$ cat src/rtl/uart_pkg.sv
// Shared types and constants for the multi-mode UART receiver.
// State encodings, config clamp limits, FIFO entry layout helpers.
package uart_pkg;

    typedef enum logic [2:0] {
        ST_IDLE   = 3'd0,
        ST_START  = 3'd1,
        ST_DATA   = 3'd2,
        ST_PARITY = 3'd3,
        ST_STOP   = 3'd4,
        ST_PUSH   = 3'd5
    } rx_state_t;

    localparam int MIN_PRESCALE = 4;
    localparam int MIN_DATA_LEN = 5;

    // Entry layout: {frame_error, parity_error, data[DATA_WIDTH-1:0]}
    localparam int ENTRY_DATA_LSB = 0;

    function automatic int entry_pe_bit(input int data_width);
        return data_width;
    endfunction

    function automatic int entry_fe_bit(input int data_width);
        return data_width + 1;
    endfunction

    function automatic logic majority3(input logic a, input logic b, input logic c);
        return (a & b) | (a & c) | (b & c);
    endfunction

endpackage

$ cat src/rtl/uart_rx_fifo.sv
// First-word fall-through frame FIFO; a push while full is refused unless a
// pop happens in the same cycle.
module uart_rx_fifo #(
    parameter int WIDTH = 10,
    parameter int DEPTH = 4
) (
    input  logic                       clk,
    input  logic                       reset,
    input  logic                       push,
    input  logic [WIDTH-1:0]           wdata,
    input  logic                       pop,
    output logic [WIDTH-1:0]           rdata,
    output logic [$clog2(DEPTH+1)-1:0] level,
    output logic                       full,
    output logic                       empty
);

    localparam int AW = $clog2(DEPTH);
    localparam int LW = $clog2(DEPTH + 1);

    logic [WIDTH-1:0] mem [DEPTH];
    logic [AW-1:0]    wr_ptr;
    logic [AW-1:0]    rd_ptr;
    logic             do_push;
    logic             do_pop;

    assign full    = (level == LW'(DEPTH));
    assign empty   = (level == '0);
    assign do_pop  = pop && !empty;
    assign do_push = push && (!full || do_pop);
    assign rdata   = empty ? '0 : mem[rd_ptr];

    always_ff @(posedge clk) begin
        if (!reset) begin
            wr_ptr <= '0;
            rd_ptr <= '0;
            level  <= '0;
        end else begin
            if (do_push) wr_ptr <= wr_ptr + AW'(1);
            if (do_pop)  rd_ptr <= rd_ptr + AW'(1);
            case ({do_push, do_pop})
                2'b10:   level <= level + LW'(1);
                2'b01:   level <= level - LW'(1);
                default: level <= level;
            endcase
        end
    end

    always_ff @(posedge clk) begin
        if (do_push) mem[wr_ptr] <= wdata;
    end

endmodule

$ cat src/rtl/uart_rx_multi_mode.sv
// Multi-mode UART receiver: 3-sample majority bits, per-frame config latch,
// FWFT frame FIFO. Break detection is built when UART_RX_BREAK_DETECT_EN is defined.
//
// state     | meaning
// ST_IDLE   | waiting for a synchronised falling edge (or break re-arm)
// ST_START  | validating the start bit, false start returns to idle
// ST_DATA   | shifting data bits LSB first
// ST_PARITY | checking the parity bit
// ST_STOP   | checking one or two stop bits
// ST_PUSH   | single cycle: write entry to FIFO (or signal a break)
module uart_rx_multi_mode
    import uart_pkg::*;
#(
    parameter int DATA_WIDTH     = 8,
    parameter int PRESCALE_WIDTH = 6,
    parameter int FIFO_DEPTH     = 4
) (
    input  logic                               clk,
    input  logic                               reset,
    input  logic                               parity_enable,
    input  logic                               parity_type,
    input  logic                               stop_bits_2,
    input  logic [$clog2(DATA_WIDTH+1)-1:0]    data_length,
    input  logic [PRESCALE_WIDTH-1:0]          prescale,
    input  logic                               serial_data_in,
    input  logic                               rx_ready,
    output logic                               rx_valid,
    output logic [DATA_WIDTH-1:0]              parallel_data,
    output logic                               parity_error,
    output logic                               frame_error,
    output logic [$clog2(FIFO_DEPTH+1)-1:0]    fifo_level,
    output logic                               overrun,
    output logic                               break_detect
);

    localparam int LW     = $clog2(DATA_WIDTH + 1);
    localparam int PW     = PRESCALE_WIDTH;
    localparam int EW     = DATA_WIDTH + 2;
    localparam int PE_BIT = entry_pe_bit(DATA_WIDTH);
    localparam int FE_BIT = entry_fe_bit(DATA_WIDTH);

    logic                  sync1, sync2, rx_prev;
    rx_state_t             state;
    logic [PW-1:0]         edge_cnt, p_lat, p_eff, mid;
    logic [LW-1:0]         bit_cnt, len_lat, len_eff;
    logic                  pe_lat, pt_lat, s2_lat, stop_idx;
    logic                  s0, s1, maj;
    logic                  at_s0, at_s1, at_eval, at_wrap;
    logic [DATA_WIDTH-1:0] data_reg;
    logic                  perr, ferr;
    logic                  fifo_push, fifo_pop, fifo_full, fifo_empty;
    logic [EW-1:0]         fifo_wdata, fifo_rdata;
`ifdef UART_RX_BREAK_DETECT_EN
    logic                  seen_one, brk, rearm;
`endif

    always_comb begin
        p_eff = prescale;
        if (prescale < PW'(MIN_PRESCALE)) p_eff = PW'(MIN_PRESCALE);
        len_eff = data_length;
        if (data_length < LW'(MIN_DATA_LEN))    len_eff = LW'(MIN_DATA_LEN);
        else if (data_length > LW'(DATA_WIDTH)) len_eff = LW'(DATA_WIDTH);
    end

    assign mid     = p_lat >> 1;
    assign at_s0   = (edge_cnt == mid - PW'(1));
    assign at_s1   = (edge_cnt == mid);
    assign at_eval = (edge_cnt == mid + PW'(1));
    assign at_wrap = (edge_cnt == p_lat - PW'(1));
    assign maj     = majority3(s0, s1, sync2);

`ifdef UART_RX_BREAK_DETECT_EN
    assign fifo_push = (state == ST_PUSH) && !brk;
`else
    assign fifo_push = (state == ST_PUSH);
    assign break_detect = 1'b0;
`endif
    assign fifo_pop = rx_valid && rx_ready;

    always_ff @(posedge clk) begin
        if (!reset) begin
            sync1    <= 1'b1;
            sync2    <= 1'b1;
            rx_prev  <= 1'b1;
            state    <= ST_IDLE;
            edge_cnt <= '0;
            bit_cnt  <= '0;
            p_lat    <= PW'(MIN_PRESCALE);
            len_lat  <= LW'(MIN_DATA_LEN);
            pe_lat   <= 1'b0;
            pt_lat   <= 1'b0;
            s2_lat   <= 1'b0;
            stop_idx <= 1'b0;
            s0       <= 1'b0;
            s1       <= 1'b0;
            data_reg <= '0;
            perr     <= 1'b0;
            ferr     <= 1'b0;
            overrun  <= 1'b0;
`ifdef UART_RX_BREAK_DETECT_EN
            seen_one     <= 1'b0;
            brk          <= 1'b0;
            rearm        <= 1'b0;
            break_detect <= 1'b0;
`endif
        end else begin
            sync1   <= serial_data_in;
            sync2   <= sync1;
            rx_prev <= sync2;
            overrun <= fifo_push && fifo_full && !fifo_pop;
`ifdef UART_RX_BREAK_DETECT_EN
            break_detect <= 1'b0;
`endif
            if (at_s0) s0 <= sync2;
            if (at_s1) s1 <= sync2;
            if (state != ST_IDLE && state != ST_PUSH)
                edge_cnt <= at_wrap ? '0 : edge_cnt + PW'(1);

            case (state)
                ST_IDLE: begin
`ifdef UART_RX_BREAK_DETECT_EN
                    // After a break the line must stay high a full bit before re-arming.
                    if (rearm) begin
                        if (!sync2)                         edge_cnt <= '0;
                        else if (edge_cnt == p_lat - PW'(1)) rearm   <= 1'b0;
                        else                                edge_cnt <= edge_cnt + PW'(1);
                    end else
`endif
                    if (rx_prev && !sync2) begin
                        state    <= ST_START;
                        edge_cnt <= '0;
                        bit_cnt  <= '0;
                        stop_idx <= 1'b0;
                        data_reg <= '0;
                        perr     <= 1'b0;
                        ferr     <= 1'b0;
                        p_lat    <= p_eff;
                        len_lat  <= len_eff;
                        pe_lat   <= parity_enable;
                        pt_lat   <= parity_type;
                        s2_lat   <= stop_bits_2;
`ifdef UART_RX_BREAK_DETECT_EN
                        seen_one <= 1'b0;
`endif
                    end
                end
                ST_START: begin
                    if (at_eval && maj) state <= ST_IDLE;
                    else if (at_wrap)   state <= ST_DATA;
                end
                ST_DATA: begin
                    if (at_eval) begin
                        data_reg <= data_reg | (DATA_WIDTH'(maj) << bit_cnt);
`ifdef UART_RX_BREAK_DETECT_EN
                        seen_one <= seen_one | maj;
`endif
                    end
                    if (at_wrap) begin
                        if (bit_cnt == len_lat - LW'(1)) state <= pe_lat ? ST_PARITY : ST_STOP;
                        else                             bit_cnt <= bit_cnt + LW'(1);
                    end
                end
                ST_PARITY: begin
                    if (at_eval) begin
                        perr <= maj ^ (^data_reg) ^ pt_lat;
`ifdef UART_RX_BREAK_DETECT_EN
                        seen_one <= seen_one | maj;
`endif
                    end
                    if (at_wrap) state <= ST_STOP;
                end
                ST_STOP: begin
                    if (at_eval) begin
                        if (!maj) ferr <= 1'b1;
                        if (stop_idx || !s2_lat) state <= ST_PUSH;
`ifdef UART_RX_BREAK_DETECT_EN
                        if (!stop_idx && !maj && !seen_one) begin
                            brk   <= 1'b1;
                            state <= ST_PUSH;
                        end
`endif
                    end
                    if (at_wrap) stop_idx <= 1'b1;
                end
                ST_PUSH: begin
                    state <= ST_IDLE;
`ifdef UART_RX_BREAK_DETECT_EN
                    if (brk) begin
                        brk          <= 1'b0;
                        break_detect <= 1'b1;
                        rearm        <= 1'b1;
                        edge_cnt     <= '0;
                    end
`endif
                end
                default: state <= ST_IDLE;
            endcase
        end
    end

    always_comb begin
        fifo_wdata = '0;
        fifo_wdata[ENTRY_DATA_LSB +: DATA_WIDTH] = data_reg;
        fifo_wdata[PE_BIT] = perr;
        fifo_wdata[FE_BIT] = ferr;
    end

    uart_rx_fifo #(
        .WIDTH (EW),
        .DEPTH (FIFO_DEPTH)
    ) u_fifo (
        .clk   (clk),
        .reset (reset),
        .push  (fifo_push),
        .wdata (fifo_wdata),
        .pop   (fifo_pop),
        .rdata (fifo_rdata),
        .level (fifo_level),
        .full  (fifo_full),
        .empty (fifo_empty)
    );

    assign rx_valid      = !fifo_empty;
    assign parallel_data = fifo_rdata[ENTRY_DATA_LSB +: DATA_WIDTH];
    assign parity_error  = fifo_rdata[PE_BIT];
    assign frame_error   = fifo_rdata[FE_BIT];

endmodule

$ cat config.mk
export PLATFORM = sky130hd
export DESIGN_NAME = uart_rx_multi_mode
export DESIGN_NICKNAME = d
export VERILOG_FILES = /design/src/rtl/uart_pkg.sv /design/src/rtl/uart_rx_fifo.sv /design/src/rtl/uart_rx_multi_mode.sv
export SDC_FILE = /design/constraint.sdc
export NUM_CORES = 1
export LEC_CHECK = 0
export ABC_AREA = 1
export CAP_MARGIN = 20
export CORE_UTILIZATION = 49
export DETAILED_ROUTE_END_ITERATION = 6
export PLACE_DENSITY = 0.71
export SYNTH_ARGS = -nofsm -noshare
export SYNTH_HDL_FRONTEND = slang
export SYNTH_SLANG_ARGS = --single-unit
$ cat constraint.sdc
create_clock -name clk -period 2.2 [get_ports clk]
set_clock_uncertainty 0.2 [all_clocks]
set_input_delay 0.44 -clock clk [delete_from_list [all_inputs] [get_ports clk]]
set_output_delay 0.44 -clock clk [all_outputs]
set_load 0.005 [all_outputs]
==> results.json <==
{
  "status": "finished with violations",
  "failed_checks": "design-rule violations",
  "synthesis.instances": 582,
  "gr-total-overflow": 0,
  "io_buffers": 31,
  "power_uw": 5420,
  "cts.hold.buffers_added": 0,
  "yosysWarnings": 0,
  "dp_slack_ns": -0.267,
  "grt_pass1_vias": 3630,
  "drcViolationCount": 1,
  "synth.avg_cell_area_um2": 7.83,
  "max_freq_mhz": 469,
  "tns_ns": 0,
  "clkLatencyLatePin_ns": 0.35,
  "floorplan.rows": 34,
  "fin_ws_ns": 0.0679,
  "vias_per_cell": 5.12,
  "rsz0062_at_grt": "true",
  "yosys-top-cells-area": "edfxtp_1 26%, dfxtp_1 23%, nand2_1 10%",
  "min_period_ns": 2.13,
  "ys_ff_latch": 92,
  "syn-num-nets": 612,
  "die_height_um": 98.4,
  "clk_pin_slew_ns": 0.10,
  "wl_per_cell_um": 13.1,
  "drtIter0Drc": 150,
  "cts_root_buf": "clkbuf_8",
  "worstRegToRegCells": 15,
  "track_usage_pct": 21.4,
  "routed_wl_um": 9980,
  "hold_class": "reg -> reg",
  "required_ns": 1.56,
  "dr_total_vias": 3892,
  "worstPathArrival_ns": 1.49,
  "synth_area_mm2": 0.00456,
  "dieWidth_um": 98.4,
  "max_cap_viol_count": 0,
  "synth_ff_type": "dfxtp_1",
  "clk_path_buf_depth": 2,
  "nNetsFinal": 677,
  "drive_gt1_share_pct": 17.8,
  "pwr_density_cell_mw_per_mm2": 978,
  "cts_buffers": 9,
  "crit_fanout": 5,
  "cp_cell_sequence": "nor2_4 -> nand2_1 -> inv_2 -> buf_6 -> a21oi_1 -> dlygate4sd2_1",
  "ir_drop_v": 0.000497,
  "dr.pass1.iters": 7,
  "p_leak_uw": 0.00234,
  "cpPeakStageDelay_ns": 0.36,
  "largest_register_ffs": 40,
  "worst-path-buf-inv": 3,
  "crit_path_end_kind": "output port",
  "clock_sink_count": 92,
  "antenna_found_initial": 0,
  "gp_congestion": 1.01,
  "synth_top_area_share_pct": 26.4,
  "core_area_mm2": 0.00885,
  "antenna_left": 0,
  "synth_cell_types": 36,
  "crit_cells": 6,
  "critical_path_class": "reg -> out",
  "finalCritPeriodShare_pct": 96.9,
  "slowest_stage": "dfxtp_2",
  "synth_edf_count": 40,
  "synth_area_leader_cell": "edfxtp_1",
  "synthArstFlopShare_pct": 0,
  "grt_max_degree": 20,
  "hold_depth": 1,
  "finalSetupViolations": 0,
  "hold_viol": 0,
  "io_pins": 33,
  "h-tree-depth": 3,
  "dpl.hpwl_um": 7220,
  "grt_pass1_wl_um": 16400,
  "ys_seq_area_share_pct": 49.2,
  "dieArea_mm2": 0.00969,
  "insertedDiodeCount": 0,
  "start_util_pct": 51.5,
  "slew_violations": 0,
  "layout_commonest_cell": "nand2_1",
  "syn2layout_area_growth_pct": 21.8,
  "startpoint_type": "flop",
  "final_cell_mix": "116 x nand2_1, 88 x nor2_1, 66 x inv_1",
  "cts_tree": "yes",
  "cp_top_family": "buffers and inverters"
}
## synth_stat cells (9+ instances only)
library cell	instances
a21oi_1	38
clkbuf_1	9
dfxtp_1	52
edfxtp_1	40
ha_1	12
inv_1	70
inv_2	11
nand2_1	121
nand3_1	29
nor2_1	93
o21ai_0	42
xnor2_1	9
xor2_1	11
## layout make-up
type | instances | area [um^2]
tap | 108 | 135
sequential | 92 | 2260
multi-input combinational | 396 | 2080
clock buffer | 9 | 124
inverter | 82 | 315
timing repair buffer | 66 | 551
fill | 781 | 3300
clock inverter | 7 | 87.6
## cells by family after synthesis
group           count (synthesis)  share of synthesized area (%)
simple gates                  264                           23.8
compound gates                 98                           11.5
buf+inv                        94                           7.88
flops                          92                           49.2
xor+xnor                       20                           3.84
fa+ha+maj                      13                           3.73
other cells                     1                         0.0823
## power by group
part	internal, uW	switching, uW	total, uW
clock	553	640	1190
sequential	1940	177	2120
combinational	861	1250	2120
## layer usage
layer	vias to the layer above	routed length [um]	global-route usage [%]
li1	2013	-	-
met5	-	0	0
met4	0	86	6.31
met2	74	4910	36.7
met3	9	401	4.47
met1	1796	4590	27.2
## per-stage QoR
stage                     hold WS, ns  area [um^2]  utilization, %  std cells
after floorplan                 0.193         4560               -        582
after global placement          0.195         5180            58.5        739
after detailed placement        0.216         5180            58.5        739
after CTS                       0.240         5430            61.4        758
after global routing            0.280         5550            62.7        760
final                           0.233         5550            62.7        760
## path summary, 6_finish.rpt
| check | start | to | slack, ns |
|---|---|---|---|
| setup / recovery | u_fifo.level[1]$_SDFFE_PN0P_ | parallel_data[0] | 0.07 |
| hold / removal | sync1$_SDFF_PN1_ | sync2$_SDFF_PN1_ | 0.23 |
| hold reg to reg | sync1$_SDFF_PN1_ | sync2$_SDFF_PN1_ | 0.23 |
| setup reg to reg | p_lat[1]$_SDFFE_PN0P_ | state[2]$_SDFFE_PN0P_ | 0.11 |
## what timing repair did
action / in CTS / in global routing
setup buffers: 3 / 2
hold endpoints to repair: 0 / 0
resized for setup: 34 / 57
pin swaps: 3 / 17
setup endpoints to repair: 13 / 28
gates cloned: 0 / 1
Power figures use the tool's default switching activity.
